### src/rtl/apb_master_bridge.sv
// APB requester bridge: turns local transfer requests into APB SETUP/ACCESS phases
// toward a single completer and returns the captured read data.
module apb_master_bridge #(
    parameter int ADDR_WIDTH = 8,
    parameter int DATA_WIDTH = 8
) (
    input  logic                  clk,
    input  logic                  rst,
    input  logic                  transfer,
    input  logic                  read_write,
    input  logic [ADDR_WIDTH-1:0] apb_read_add,
    input  logic [ADDR_WIDTH-1:0] apb_write_add,
    input  logic [DATA_WIDTH-1:0] apb_write_data,
    input  logic [DATA_WIDTH-1:0] pr_data,
    input  logic                  pready,
    output logic                  psel,
    output logic                  penable,
    output logic                  pwrite,
    output logic [ADDR_WIDTH-1:0] padd,
    output logic [DATA_WIDTH-1:0] pwdata,
    output logic [DATA_WIDTH-1:0] apb_read_data
);

    // Handshake: a transfer completes on a rising edge where psel=1, penable=1
    // and pready=1; pready is ignored in every other cycle.
    typedef enum logic [1:0] {
        IDLE   = 2'd0,
        SETUP  = 2'd1,
        ACCESS = 2'd2
    } state_t;

    state_t state, state_next;
    logic   enter_setup;
    logic   access_done;

    always_ff @(posedge clk) begin
        if (rst) begin
            state <= IDLE;
        end else begin
            state <= state_next;
        end
    end

    always_comb begin
        state_next = state;
        case (state)
            IDLE:    if (transfer) state_next = SETUP;
            SETUP:   state_next = ACCESS;
            ACCESS:  if (pready) state_next = transfer ? SETUP : IDLE;
            default: state_next = IDLE;
        endcase
    end

    always_comb begin
        psel    = 1'b0;
        penable = 1'b0;
        case (state)
            SETUP:   psel = 1'b1;
            ACCESS:  begin
                psel    = 1'b1;
                penable = 1'b1;
            end
            default: ;
        endcase
    end

    assign access_done = (state == ACCESS) && pready;
    assign enter_setup = transfer && ((state == IDLE) || access_done);

    // Request fields are frozen for the whole transfer, wait states included.
    always_ff @(posedge clk) begin
        if (rst) begin
            pwrite <= 1'b0;
            padd   <= '0;
            pwdata <= '0;
        end else if (enter_setup) begin
            pwrite <= read_write;
            padd   <= read_write ? apb_write_add : apb_read_add;
            if (read_write) begin
                pwdata <= apb_write_data;
            end
        end
    end

    always_ff @(posedge clk) begin
        if (rst) begin
            apb_read_data <= '0;
        end else if (access_done && !pwrite) begin
            apb_read_data <= pr_data;
        end
    end

endmodule

### config.mk
export PLATFORM = sky130hd
export DESIGN_NAME = apb_master_bridge
export DESIGN_NICKNAME = d
export VERILOG_FILES = /design/src/rtl/apb_master_bridge.sv
export SDC_FILE = /design/constraint.sdc
export NUM_CORES = 1
export LEC_CHECK = 0
export ABC_AREA = 1
export CAP_MARGIN = 20
export CORE_ASPECT_RATIO = 0.6
export CORE_UTILIZATION = 46
export CTS_BUF_LIST = sky130_fd_sc_hd__clkbuf_4 sky130_fd_sc_hd__clkbuf_8
export DETAILED_ROUTE_END_ITERATION = 10
export GPL_TIMING_DRIVEN = 0
export MAX_ROUTING_LAYER = met4
export PLACE_DENSITY = 0.88
export SLEW_MARGIN = 0
export SYNTH_ARGS = -nofsm -noshare
export SYNTH_HDL_FRONTEND = slang
export SYNTH_SLANG_ARGS = --single-unit
### constraint.sdc
create_clock -name clk -period 3.8 [get_ports clk]
set_clock_uncertainty 0.1 [all_clocks]
set_input_delay 0.76 -clock clk [delete_from_list [all_inputs] [get_ports clk]]
set_output_delay 0.76 -clock clk [all_outputs]
set_load 0.02 [all_outputs]
# Word level (Yosys, flattened, before mapping)
# Index checks and enable logic that the tools add are counted.
[classes] n_eq_ne=4 n_mux=7 reduce_logical=9
[ops] cell="$mux 8" count=1
[ops] cell="$pmux 2 s3" count=1
[ops] cell="$mux 2" count=2
[ops] cell="$ne 2x2->1 const B" count=2
[ops] cell="$reduce_and 2->1" count=2
[ops] cell="$logic_and 1x1->1" count=3
[ops] cell="$mux 1" count=3
[ops] cell="$eq 2x1->1 const B" count=1
[ops] cell="$eq 2x2->1 const B" count=1
[ops] cell="$logic_not 2->1" count=1
[ops] cell="$reduce_or 2->1" count=1
[ops] cell="$logic_not 1->1" count=1
[ops] cell="$logic_or 1x1->1" count=1
[totals] reg_bits=27 inputBits=37 out_inout_bits=27 word_cells=25

# Logic depth before layout (Yosys ltp)
# Gate-level depths: netlist of run 1.
[logic_depth] word_depth=5 mapped_depth=9 ltp_nobuf=8

# Least setup slack after synthesis of run 1
# Ideal clock, no wire load.
[synth_path] path_type="register -> output" startpoint="reg state[1]" endpoint="out psel" arrival_time_ps=772 required_ps=2940 path_slack_ps=2168 path_stages_with_launch=3 path_buffers=0 path_cell_list="dfxtp_1 > inv_1 > ha_1"
[synth_between] elab_chain_len=3 word_cells_on_any_way=4 cone_classes="eq/ne: 2; mux: 1; reduce/logical: 1"
[synth_rtl] item="start, declared" line="32" text="state_t state, state_next;"
[synth_rtl] item="start signal, assigned" line="40" text="state <= state_next;"
[synth_rtl] item="$eq 2x2->1 / $eq 2x1->1 (equally long branches)" line="57" text="case (state)"
[synth_rtl] item="$reduce_or 2->1 (no line) *"
[synth_rtl] item="$mux 1 *" line="57"
[synth_rtl] item="end, declared" line="16" text="output logic psel,"
# Mark *: on every way between the ends. The rest lies on a longest branch, timed or not.

# Worst setup path in the final report of run 1
[layout_path] startpoint="reg state[0]" endpoint="out penable"
[layout_between] elab_chain_len=2
[layout_rtl] item="$eq 2x2->1" line="57"
[layout_rtl] item="$mux 1" line="57"
[layout_rtl] item="end, declared" line="17" text="output logic penable,"
# Every way passes these cells.

==> results.txt, run 1 <==
The antenna cell count is 0. The via count of the first global-routing pass came out at between 1000 and 1500. The number of hold violations in the final report came to 0. By area, the combinational part of the netlist is dominated by simple AND/OR/NAND/NOR gates. The number of cells on the worst reg-to-reg path is 8. The switching power of the nets came out at ~480 uW. Setup repair after global routing left no endpoint under its margin. Row generation in the floorplan step produced 14 rows. Multiplexer cells account for 0% of the synthesized area. In this run, placement finished with an instance count of 309. The final design area excluding fillers is 2100 um^2. The master cell of the clock root buffer is sky130_fd_sc_hd__clkbuf_8. The aggregate global routing overflow is 0. The fraction of synthesized cell area in xor and xnor cells is 0%.

Yosys printed 0 warnings. The effective utilization at floorplan came out at 51.6%. Setup violations remaining at the end of the flow were counted as 0. Summing the areas of all compound-gate instances in the mapped netlist gives 7.41% of the synthesized area.

The critical path in this run is classified as flip-flop to output port. The commonest register cell after synthesis is sky130_fd_sc_hd__dfxtp_1. The buffers inserted during post-CTS setup optimization is 0. The share of total power dissipated in sequential elements is between 30% and 40%.

The worst setup path is captured at an output port. The final cell count without fillers is 313. The highest clock frequency the design can meet is about 0.4 GHz.

The total of cells resized after clock tree synthesis came out at 0. The global routing usage summed across all routing layers came out at 23.1%. The number of flip-flops and latches in the synthesized netlist came out at 27. The total detailed-routing wirelength came out at 3450 um. The worst hold slack across all endpoints is 0.415 ns. The flow ran to the end, and the final reports show no timing, DRC or antenna violations. The DRC violation count after routing came out at 0. The required arrival time at the worst endpoint came out at 2.94 ns. In this run the tightest slew margin relative to its limit is 81.3%.

The area inside the core boundary is 2680 um^2. Counting instances, the worst hold path has a depth of 4. After layout, the worst path uses between 60% and 70% of the clock period. Input and output buffers added on the ports amount to 62. The area of the die is between 3000 and 4000 um^2. The first routing iteration left 89 violations. The clock input transition at the sequential cells of the worst setup and hold paths came out at around 0.090 ns. In this run the cell area measured after placement is 2050 um^2.

The synthesized design contains 0 enable-type register cells. The number of filler cells placed in the layout is 208. STA classifies the critical path startpoint as a flip-flop. The clock network accounts for 14.2% of the total power. The final critical path time including I/O delays and setup came out at 2.51 ns. The die width is 72.8 um. Counting flops with an async set or reset pin after synthesis yields a share of 0%.

The number of antenna violations at the first check in global routing is 0. The half-perimeter wire length after placement came out at 2650 um. The pin count of the biggest net entering global routing is 15. In this run, post-CTS hold repair placed 0 buffers.

For this design the top-level I/O count stands at 64. The adder and majority gate portion of the synthesized area came out at 3.62%. The total number of clock tree sinks is 27.

In the final timing run, aggregate negative setup slack is 0 ns. The number of slew-limit violations in the final report is 0. The netlist uses 20 different library cells. The share of the core filled with cells in the final layout came out at roughly four fifths. The routed wirelength normalized by instance count came out at ~11 um. The share of layout cells above drive strength 1 is 7.69%. The average via count per standard cell came out at roughly 4.5. TritonCTS built the clock tree. The synthesized netlist occupies a cell area of between 1000 and 1500 um^2. The internal portion of the total power is 705 uW. The number of nets produced by synthesis is 248.

The pin slew with the least headroom to its limit came out at 0.279 ns. STA puts the critical path data arrival time at 1.65 ns. The vias after detailed routing is 1417. After synthesis, flip-flops and latches occupy roughly 39% of the total area. The library cells used most frequently in the layout, excluding fill and tap cells, are sky130_fd_sc_hd__clkdlybuf4s50_1, sky130_fd_sc_hd__inv_1, sky130_fd_sc_hd__nand2_1.

The last weighted congestion value of the routability-driven placer is 0.765. The total of max-cap violations came out at 0. The layout overhead on the synthesized area is 52.0%. The cell count after synthesis came out at roughly 210.

The clock insertion delay at the later pin of the skew report came out at 0.27 ns. The leakage component of the power is between 0.001 and 0.0015 uW. Net switching is 40.6% of the power. The min-delay analysis places its worst path in the category flip-flop to flip-flop. CTS built an H-tree with a depth of 1.

The buffer depth of the longest clock path came out at 2. The peak fanout along the critical path is 4. The post-layout net count is about 320. VDD sags by at most 0.469 mV. The library cell used most frequently in the layout, excluding fill and tap cells, is sky130_fd_sc_hd__clkdlybuf4s50_1. The number of clock buffers added by TritonCTS is 3. The average cell area after synthesis came out at 6.69 um^2.

The chip height is between 40 and 50 um. The relative contribution of combinational cells to total power came out at between 50% and 60%. The share of synthesized cell area in and, or, nand and nor gates is 34.0%. The detailed-router iteration count before antenna repair came out at 4. For this design the ratio of total power to cell area is 564 nW/um^2. The count of nets left with antenna violations after detail routing came out at 0.

The first-pass GRT wire length is about 5500 um.
-- synth_stat cells, types with 2 or more instances --
library cell,n,area [um^2]
sky130_fd_sc_hd__nor2_1,42,158
sky130_fd_sc_hd__nand2_1,43,161
sky130_fd_sc_hd__nor2_2,2,12.5
sky130_fd_sc_hd__o21ai_1,2,10.0
sky130_fd_sc_hd__dfxtp_1,27,541
sky130_fd_sc_hd__a21oi_1,2,10.0
sky130_fd_sc_hd__nand2_4,3,33.8
sky130_fd_sc_hd__nand4_1,8,50.1
sky130_fd_sc_hd__o21ai_0,15,75.1
sky130_fd_sc_hd__inv_1,46,173
sky130_fd_sc_hd__buf_2,5,25.0
sky130_fd_sc_hd__ha_1,4,50.1
-- sequential cells by signal (all words and copies together), names as in the netlist --
name           cells
apb_read_data      8
padd               8
state              2
pwdata             8
pwrite             1
-- path summary, 6_finish.rpt --
kind,start,to,slack [ns]
hold / removal,pwdata[6],pwdata[6],0.41
setup reg to reg,state[0],pwrite,2.18
setup / recovery,state[0],penable,1.29
hold reg to reg,pwdata[6],pwdata[6],0.41
-- worst max-delay path, stage by stage, from the launching register on --
cell	delay [ns]
sky130_fd_sc_hd__dfxtp_1	0.34
sky130_fd_sc_hd__inv_1	0.10
sky130_fd_sc_hd__ha_1	0.29
sky130_fd_sc_hd__clkdlybuf4s50_1	0.65
-- area by class of cell --
type | count | area, um^2 | area share, %
timing repair buffer | 62 | 621 | 29.5
sequential | 27 | 541 | 25.7
multi-input combinational | 126 | 623 | 29.6
buffer | 7 | 43.8 | 2.08
clock buffer | 4 | 48.8 | 2.32
inverter | 47 | 176 | 8.39
tap | 40 | 50.0 | 2.38
-- power by group through the flow --
stage               Sequential (uW)  Combinational [uW]  Clock, uW
floorplan                       468                 312          0
global placement                396                 609          0
detailed placement              399                 624          0
CTS                             392                 626        175
global route                    400                 688        185
finish                          392                 626        169
-- per-layer routing --
layer  global-route usage [%]  vias up  part of all wire (%)
li1                         -      741                     -
met3                     5.92        0                   7.2
met5                        -        -                     0
met1                     30.3      621                    50
met2                     36.6       55                    42
met4                     4.31        0                     0
-- per-stage QoR --
step	total power [uW]	setup slack (ns)
6_report	1190	1.29
3_5_place_dp	1020	1.60
4_1_cts	1190	1.29
2_1_floorplan	780	2.17
3_3_place_gp	1010	1.62
5_1_grt	1270	1.20
-- cell families after synthesis --
family / count (synthesis)
AND/OR/NAND/NOR: 102
flip-flops: 27
adder cells (fa/ha/maj): 4
buffers and inverters: 54
AO/OA/AOI/OAI: 20
No activity file was read; power rests on OpenSTA's default activity.
==> run 2, diff against run 1 <==
--- a/config.mk
+++ b/config.mk
@@ -8,12 +8,12 @@
 export ABC_AREA = 1
 export CAP_MARGIN = 20
 export CORE_ASPECT_RATIO = 0.6
-export CORE_UTILIZATION = 46
+export CORE_UTILIZATION = 38
 export CTS_BUF_LIST = sky130_fd_sc_hd__clkbuf_4 sky130_fd_sc_hd__clkbuf_8
 export DETAILED_ROUTE_END_ITERATION = 10
 export GPL_TIMING_DRIVEN = 0
 export MAX_ROUTING_LAYER = met4
-export PLACE_DENSITY = 0.88
+export PLACE_DENSITY = 0.78
 export SLEW_MARGIN = 0
 export SYNTH_ARGS = -nofsm -noshare
 export SYNTH_HDL_FRONTEND = slang
==> constraint.sdc (replaced) <==
create_clock -name clk -period 2.3 [get_ports clk]
set_clock_uncertainty 0.1 [all_clocks]
set_input_delay 0.46 -clock clk [delete_from_list [all_inputs] [get_ports clk]]
set_output_delay 0.46 -clock clk [all_outputs]
set_load 0.02 [all_outputs]
==> run 2 against run 1 <==
Compared with the run above: die area rose by 20%; worst setup slack got worse by 1.2 ns; clock-buffer cell count fell by 1; global-route usage fell by 5.6 points; critical endpoint unchanged; largest cell class unchanged; highest routed layer unchanged.
==> results.txt, run 2 (synthesized netlist as in run 1, its figures left out) <==
The DRC violation count after routing is 0 (unchanged). The number of slew-limit violations in the final report was 0 (unchanged). Setup repair after global routing left no endpoint under its margin. The detailed-router iteration count before antenna repair came to 4 (unchanged). The endpoint arrival time on the critical path came out at 1.62 ns (-0.03 ns). The flow ran to the end, and the final reports show no timing, DRC or antenna violations. The number of cells on the worst reg-to-reg path is 9 (+1).

The average via count per standard cell is 4.28 (-5.5%). The power density over the cells came to 915 nW/um^2 (+62%). The count of nets left with antenna violations after detail routing came out at 0 (unchanged).

The total of cells resized after clock tree synthesis is 0 (unchanged). The post-layout net count came out at 315 (unchanged). The leakage component of the power was 0.00103 uW (about the same). The effective utilization at floorplan was 41.1% (-10 points). The buffers inserted during post-CTS setup optimization was 0 (unchanged).

The half-perimeter wire length after placement came out at 2440 um (-7.8%). The clock input transition at the sequential cells of the worst setup and hold paths is 0.09 ns (about the same). The buffer depth of the longest clock path was 2 (unchanged). The clock insertion delay at the later pin of the skew report came out at 0.27 ns (about the same). The wire length on met2 is 1310 um (-10%). The area occupied by registers came out at 541 um^2 (unchanged). The first-pass GRT wire length is 5220 um (-6.0%). The clock tree from TritonCTS is done. The area after detailed placement is 2060 um^2 (+0.30%). The chip height came out at 48.7 um (+9.6%). The area of the die is 3890 um^2 (+20%). The highest metal layer with signal wires is met3. The number of filler cells placed in the layout came out at 306 (+47%).

The peak fanout along the critical path came out at 4 (unchanged). The number of hold violations in the final report is 0 (unchanged). The maximum level of the CTS H-tree was 1 (unchanged).

The antenna cell count came out at 0 (unchanged). The headroom to the max-slew limit is 80.9% (-0.37 points). After layout, the worst path uses roughly 95% of the clock period. The routed wirelength normalized by instance count was 9.97 um (-9.5%). The area used by multi-input combinational logic came out at 623 um^2 (unchanged). The placement row count was 16 (+2). The die width came out at 79.9 um (+9.7%).

The library cells used most frequently in the layout, excluding fill and tap cells, are sky130_fd_sc_hd__clkdlybuf4s50_1, sky130_fd_sc_hd__inv_1, sky130_fd_sc_hd__nand2_1. The vias after detailed routing was 1361 (-4.0%). Clock tree synthesis selected as its root buffer the cell sky130_fd_sc_hd__clkbuf_8. The total detailed-routing wirelength is 3170 um (-8.0%). The critical path launch point type is a flip-flop. The routed metal-1 wirelength is 1590 um (-8.3%).

The total instance count after detailed placement was 314 (+1.6%). The total negative setup slack is 0 ns (unchanged). The setup slack of the critical path after layout came out at 0.123 ns (-1.17 ns). The initial DRC count is 36 (-60%).

The layout overhead on the synthesized area is 52.3%. STA classifies the critical path endpoint as an output port. The aggregate global routing overflow is 0 (unchanged).

After layout, the minimum clock period comes to 2.18 ns. The pin count of the biggest net entering global routing came to 16 (+1). The final design area excluding fillers came out at 2110 um^2 (+0.18%). The final cell count without fillers came out at 318 (+1.6%). The worst hold path belongs to the class flip-flop to flip-flop. The number of CTS-inserted buffers is 3 (unchanged). The number of antenna violations at the first check in global routing is 0 (unchanged). The power consumption is 1930 uW (+62%). The via count of the first global-routing pass came out at 1196 (-5.2%). The highest clock frequency the design can meet is between 0.4 and 0.5 GHz. The count of hold buffers inserted by post-cts repair came out at 0 (unchanged). The count of input and output buffers is 62 (unchanged).

The global routing usage summed across all routing layers came out at 17.5% (-5.6 points). The area inside the core boundary came out at 3360 um^2 (+25%). The largest voltage drop on the vdd net is 0.702 mV (+50%). The amount of wire on met3 after detailed routing is 271 um (+8.8%). The pin slew with the least headroom to its limit came out at 0.285 ns (+0.00550 ns).

The count of boundary I/O pins was 64 (unchanged). The worst setup timing slack at the placement stage is 0.409 ns (-1.19 ns). The hold path depth is 4 (unchanged).

The count of final setup violators came out at 0 (unchanged). The commonest non-fill, non-tap cell in the layout is sky130_fd_sc_hd__clkdlybuf4s50_1. The total number of clock tree sinks is 27 (unchanged).

In the final layout, the registers with the most flip-flops are apb_read_data: 8 flops, padd: 8 flops, pwdata: 8 flops. The share of layout cells above drive strength 1 was 7.69% (unchanged). The required arrival time at the worst endpoint is 1.74 ns (-1.20 ns). The last weighted congestion value of the routability-driven placer was 0.709 (-7.2%). The critical path class is flip-flop to output port. The total of max-cap violations came out at 0 (unchanged).
==> run 2: cell types whose count changed in the layout (fill, tap and decap cells not counted), sizes merged <==
cell,before,now
clkbuf,4,3
clkinv,0,1
==> run 2: final timing paths <==
check                 start   endpoint  slack (ns)
setup / recovery   state[0]    penable        0.12
hold / removal    pwdata[0]  pwdata[0]        0.41
hold reg to reg   pwdata[0]  pwdata[0]        0.41
setup reg to reg   state[0]    padd[6]        0.73
==> run 2: stage by stage <==
| stage | util (%) | hold slack (ns) |
|---|---|---|
| 3_3_place_gp | 61.3 | 0.394 |
| 6_report | 62.6 | 0.412 |
| 2_1_floorplan | - | 0.399 |
| 4_1_cts | 62.6 | 0.414 |
| 3_5_place_dp | 61.3 | 0.401 |
| 5_1_grt | 62.6 | 0.443 |
==> run 2: metal layers <==
layer  GRT usage, %  vias to the layer above
met5              -                        -
met2           26.6                       47
met4           1.79                        0
met3           6.23                        0
li1               -                      741
met1           23.3                      573
==> run 2: cell type report <==
cell class	count	share of cell area, %
buffer	7	2.08
clock buffer	3	1.96
clock inverter	1	0.238
timing repair buffer	62	29.5
sequential	27	25.7
tap	45	2.67
multi-input combinational	126	29.6
inverter	47	8.37
==> run 2: critical path: stages, from the launching register on <==
cell	delay, ns
sky130_fd_sc_hd__dfxtp_1	0.34
sky130_fd_sc_hd__inv_1	0.10
sky130_fd_sc_hd__ha_1	0.27
sky130_fd_sc_hd__clkdlybuf4s50_1	0.64
==> run 2: where the power goes <==
group          internal (uW)  leakage, uW  switching (uW)
Sequential               584     0.000222            64.1
Clock                    121    0.0000255             142
Combinational            446     0.000783             571
